### config.mk
export PLATFORM = sky130hd
export DESIGN_NAME = argo_fifo
export DESIGN_NICKNAME = d
export VERILOG_FILES = /design/src/rtl/argo_fifo.sv
export SDC_FILE = /design/constraint.sdc
export NUM_CORES = 1
export LEC_CHECK = 0
export CORE_ASPECT_RATIO = 0.6
export CORE_MARGIN = 10
export CORE_UTILIZATION = 31
export CTS_BUF_LIST = sky130_fd_sc_hd__clkbuf_16
export DETAILED_ROUTE_END_ITERATION = 7
export SYNTH_ARGS = -nofsm -noshare
export SYNTH_HDL_FRONTEND = slang
export SYNTH_SLANG_ARGS = --single-unit
### constraint.sdc
create_clock -name clk -period 2.8 [get_ports clk]
set_input_delay 0.56 -clock clk [delete_from_list [all_inputs] [get_ports clk]]
set_output_delay 0.56 -clock clk [all_outputs]
set_load 0.02 [all_outputs]
### src/rtl/argo_fifo.sv
// Single-clock first-word-fall-through FIFO used as the Argo channel primitive.
// Define ARGO_FIFO_ERR_EN to add sticky overflow/underflow outputs.
module argo_fifo #(
  parameter int ADDR_WIDTH = 4,
  parameter int DATA_WIDTH = 32,
  parameter int DEPTH      = 1 << ADDR_WIDTH
) (
  input  logic                  clk,
  input  logic                  rst,
  input  logic                  rd_en,
  output logic [DATA_WIDTH-1:0] rd_data,
  input  logic                  wr_en,
  input  logic [DATA_WIDTH-1:0] wr_data,
  output logic                  full,
  output logic                  empty,
  output logic [ADDR_WIDTH:0]   count
`ifdef ARGO_FIFO_ERR_EN
  ,
  output logic                  overflow,
  output logic                  underflow
`endif
);

  localparam logic [ADDR_WIDTH:0] FULL_CNT = (ADDR_WIDTH+1)'(DEPTH);

  logic [DATA_WIDTH-1:0] mem [DEPTH];
  logic [ADDR_WIDTH-1:0] wp;
  logic [ADDR_WIDTH-1:0] rp;
  logic                  wr_acc;
  logic                  rd_acc;

  // Flags come from the occupancy counter so wp == rp is never ambiguous.
  assign full    = (count == FULL_CNT);
  assign empty   = (count == '0);
  assign wr_acc  = wr_en && !full;
  assign rd_acc  = rd_en && !empty;
  assign rd_data = empty ? '0 : mem[rp];

  always_ff @(posedge clk) begin
    if (rst) begin
      wp    <= '0;
      rp    <= '0;
      count <= '0;
    end else begin
      if (wr_acc) wp <= wp + 1'b1;
      if (rd_acc) rp <= rp + 1'b1;
      if (wr_acc && !rd_acc)
        count <= count + 1'b1;
      else if (!wr_acc && rd_acc)
        count <= count - 1'b1;
    end
  end

  // Storage is never cleared; reset only blocks a write on the same edge.
  always_ff @(posedge clk) begin
    if (wr_acc && !rst) mem[wp] <= wr_data;
  end

`ifdef ARGO_FIFO_ERR_EN
  always_ff @(posedge clk) begin
    if (rst) begin
      overflow  <= 1'b0;
      underflow <= 1'b0;
    end else begin
      if (wr_en && full)  overflow  <= 1'b1;
      if (rd_en && empty) underflow <= 1'b1;
    end
  end
`endif

endmodule

-- Word-level counts from Yosys, hierarchy flattened
Memories as Yosys holds them, arrays and structs flattened. A register that Yosys moved wholly into a read port is not among the register bits.
Cells that the tools add are included.
- flip-flop bits (word level): 13
- bits in writable memories: 512
- memories: 1
- memory list (memory ; depth ; width ; read ports ; clocked after Yosys merged registers in ; write ports ; RTL line ; source):
    mem ; 16 ; 32 ; 1 ; 1 ; 1 ; 26 ; logic [DATA_WIDTH-1:0] mem [DEPTH];
- add/subtract/negate cells: 4
- equal/unequal tests: 1
- muxes and demuxes: 7
- reduce and logical (&&, ||, !) cells: 12
- operators with widths (operator ; number):
    32-bit two-way mux ; 1
    5-bit two-way mux ; 2
    4-bit by 1-bit adder with 4-bit output, second input constant ; 2
    4-bit two-way mux ; 2
    5-bit by 1-bit adder with 5-bit output, second input constant ; 1
    5-bit equality test, second input constant ; 1
    1-bit logical AND ; 5
    1-bit zero test ; 5
    5-bit zero test ; 1
    5-bit by 1-bit subtractor with 5-bit output, second input constant ; 1
    1-bit two-way mux ; 2
    2-bit nonzero test ; 1

-- Depth between registers and ports, before layout
- word-level depth: 7
- mapped depth: 11
- depth with buffers taken out: 9

-- Worst setup path before layout
Ideal clock, no wire load.
- path type: reg-to-reg
- start: register count[0]
- end: memory mem[12][0] (enable)
- setup time: 0.421 ns
- data arrival time: 2.715 ns
- required time: 2.379 ns
- path slack: -0.336 ns
- cell stages (with the launch flop): 7
- path buffers: 2
- clock period less this slack: 3.136 ns
- cell sequence: dfxtp_1 > or4_1 > buf_4 > o21a_1 > clkbuf_1 > nand2_1 > nor2_1
- word-level cells in the longest chain between the ends: 6
- RTL lines (item ; RTL line ; source):
    start, declared ; 16 ; output logic [ADDR_WIDTH:0] count
    start signal, assigned ; 48 ; count <= count + 1'b1;
    start signal, assigned ; 50 ; count <= count - 1'b1;
    5-bit equality test ; 33 ; assign full = (count == FULL_CNT);
    1-bit zero test ; 35 ; assign wr_acc = wr_en && !full;
    1-bit logical AND ; 35 ;
    net wr_acc ; 29 ; logic wr_acc;
    1-bit logical AND ; 56 ; if (wr_acc && !rst) mem[wp] <= wr_data;
    1-bit two-way mux ; 56 ;
    1-bit two-way mux (not written as such) ; 56 ;
    end, declared ; 26 ;
The timed path passes the listed nets, and every way through them passes these cells.

==> reports/results.ini <==
[worst_setup_path]
path_class = flip-flop to output pin
start_kind = flip-flop
r2r_cells = 10
arrival_ps = 2620
critPathMaxStageDelay_ps = 500
worstPathCellList = buf_12, buf_12, mux4_2, mux2_4, a221o_1, buf_6
cp.required_ps = 2240
cp_top_family = multiplexers
cp.depth = 6
reg2reg_to = count[4]$_SDFFE_PP0P_
slowest_stage = mux4_2
cpMostUsedCell = buf_12
endpoint = rd_data[11]
r2r_start = count[0]$_SDFFE_PP0P_
worstSetupEndpointType = output pin
path_buf_inv = 3
reg2reg_setup_slack_ps = 80
cp_max_fo = 7

[power_and_ir_drop]
p_int_mw = 15.8
clkPwrFrac_pct = 30.6
peakVddDrop_mv = 0.601
switchingPower_mw = 5.70
power_frac_seq_pct = 41.6
cellLeakagePower_nw = 7.99
power_switching_share_pct = 26.5
power.density_mw_per_mm2 = 851
p_comb_share_pct = 27.8

[global_route]
antenna_found_initial = 0
grt_pass1_wl_um = 71100
grt_usage_pct = 12.5
grt_pass1_vias = 10294
grt_max_degree = 29
overflow = 0

[clock_tree]
cts_buffer_depth = 3
clk_pin_slew_ps = 70
cts_buffers = 46
h-tree-depth = 2
cts-root-buf = clkbuf_16
hold_buffers = 0
clk_latency_ps = 570
clock-sinks = 529
cts_tree = yes

[cells_and_area]
nets = 1135
area_growth_pct = 24.0
fillCellCount = 5723
design_area_mm2 = 0.0253
postLayoutCoreUtil_pct = 39.0
drive_gt1_share_pct = 36.9
antenna_cells = 0

[sta]
max_freq_mhz = 315
worst_pin_slew_ps = 678
fin_crit_ps = 3180
slew_headroom_pct = 54.7
rsz0062_at_grt = yes
setup_viol = 32
fin_setup_tns_ps = -10120
hold_viol_final = 0
finClkSkew_ps = 15.4
setup_slack_ps = -376
min_period_over_period_pct = 113
holdWs_ps = 550
slew_viol_final = 0

[logic_synthesis]
synth.yosys.seq_area_share_pct = 77.1
async_flop_share_pct = 0
synth_area_per_cell_um2 = 22.9
syn-instance-count = 891
syn_area_mm2 = 0.0204
synth_seq_cells = 529
synthDistinctLibCells = 37
synth_nets = 937
ys_warn_count = 0
synth_flop_cell = edfxtp_1
synth-edff-count = 512

[floorplanning]
chipWidth_um = 351
start_util_pct = 31.4
placementRows = 72
core_area_mm2 = 0.0648
dieArea_mm2 = 0.0767
pin_count = 75
die_h_um = 219

[place]
hpwl_um = 28800
pre_cts_slack_ps = -216
dpl-instance-area_mm2 = 0.0233
port_buffers = 74
place_congestion = 0.726

[drt]
drc = 0
vias_per_cell = 4.95
first_iter_violations = 794
drt-wirelength-per-cell_um = 24.4
drtAntennaViolNets = 0
first_pass_iters = 5
routed_wl_um = 48100
vias = 9776

[run_status]
failed_checks = negative setup slack
outcome = finished, violations left

[flow_run]
maxCapViolations = 0

[worst_hold_path]
min_path_type = flip-flop to flip-flop

## Yosys cell counts, drive strengths merged (2+ instances only)
master  count  area share (%)
edfxtp    512              75
mux4      128              14
buf        34             1.2
mux2       33             1.8
nor2       33            0.64
nor2b      33             1.0
a221o      32             1.6
dfxtp      17             1.7
clkbuf     12            0.22
ha          9            0.55
xor2        6            0.26
and3        5            0.15
nand2       5           0.092
o211ai      5            0.25
inv         4           0.074
a21oi       3           0.074
mux2i       3            0.15
nor3b       2           0.074
or3         2           0.061
xnor2       2           0.086
## logic make-up (layout without fill, tap and decap cells)
group / Yosys count / in the layout / synth area share (%)
simple gates: 85 / 85 / 2.22
xor+xnor: 8 / 8 / 0.344
buf+inv: 50 / 283 / 1.45
compound gates: 45 / 45 / 2.06
flops: 529 / 529 / 77.1
mux: 164 / 164 / 16.1
fa+ha+maj: 10 / 10 / 0.651
## final cells by class
cell class                      count  area, um2  area share, %
Sequential cell                   529      15700           62.3
Clock buffer                       49       1230           4.85
Tap cell                          851       1060           4.21
Clock inverter                     34        313           1.24
Multi-Input combinational cell    312       4560           18.1
Inverter                            4       17.5         0.0693
Timing Repair Buffer              196       2350           9.30
## state kept, by name (all words and copies together), names as in the netlist, named ones only
| name | flops |
|---|---|
| mem | 512 |
| count | 5 |
| wp | 4 |
| rp | 4 |
## repair_timing
action                                  in CTS  in global routing
pin swaps                                    5                 11
gates cloned                                 3                  1
endpoints found under the setup margin      36                 34
resized for setup                          166                 45
buffers inserted                            20                  6
## per-stage QoR
step | std cells | total power [mW]
3_3_place_gp | 1865 | 14.8
2_1_floorplan | 891 | 12.4
6_report | 1975 | 21.5
3_5_place_dp | 1865 | 14.9
4_1_cts | 1971 | 21.5
5_1_grt | 1975 | 22.4
## per-layer routing
layer / vias up / GRT usage (%) / wire length, um
met5: - / 0 / 0
met3: 66 / 2.58 / 2800
met4: 0 / 2.64 / 772
met1: 5274 / 18.9 / 23400
li1: 4165 / - / -
met2: 271 / 18.2 / 21100
## cell usage in the layout, fill, tap and decap left out, drive strengths merged, types with 2 or more instances in the layout
master         synthesis  routed
clkdlybuf4s50          0      40
buf                   34     152
clkinv                 0      18
nor3b                  2       2
inv                    4      12
ha                     9       9
a21oi                  3       3
a221o                 32      32
dfxtp                 17      17
clkinvlp               0       2
mux2i                  3       3
or3                    2       2
o211ai                 5       5
nand2                  5       5
and3                   5       5
edfxtp               512     512
bufinv                 0       6
nor2b                 33      33
xor2                   6       6
xnor2                  2       2
mux4                 128     128
nor2                  33      33
dlygate4sd2            0       2
mux2                  33      33
clkbuf                12      50
## worst reg2reg max path, cell delays in order (launching register included)
cell,delay [ps]
dfxtp_2,320
or4_4,570
buf_4,190
o21ai_2,160
ha_2,240
inv_4,60
fa_2,360
nand3_1,120
a211oi_1,90
a31oi_1,170
mux2_2,350
## worst min-delay path by stage
stage,startpoint,to,slack (ps),cells after the start
2_1_floorplan,rp[3]$_SDFFE_PP0P_,flip-flop,480,2
3_3_place_gp,rp[3]$_SDFFE_PP0P_,flip-flop,500,2
3_5_place_dp,rp[3]$_SDFFE_PP0P_,flip-flop,520,2
4_1_cts,rp[3]$_SDFFE_PP0P_,rp[3]$_SDFFE_PP0P_,550,2
5_1_grt,rp[3]$_SDFFE_PP0P_,rp[3]$_SDFFE_PP0P_,600,2
6_report,rp[3]$_SDFFE_PP0P_,rp[3]$_SDFFE_PP0P_,550,2
## power by group through the flow
stage	registers, mW	logic, mW	clock network [mW]
after floorplan	9.13	3.23	0
after global placement	9.11	5.71	0
after detailed placement	9.12	5.74	0
after CTS	8.95	5.82	6.70
after global routing	8.96	6.38	7.05
final	8.95	5.99	6.57
Power figures use the tool's default switching activity.
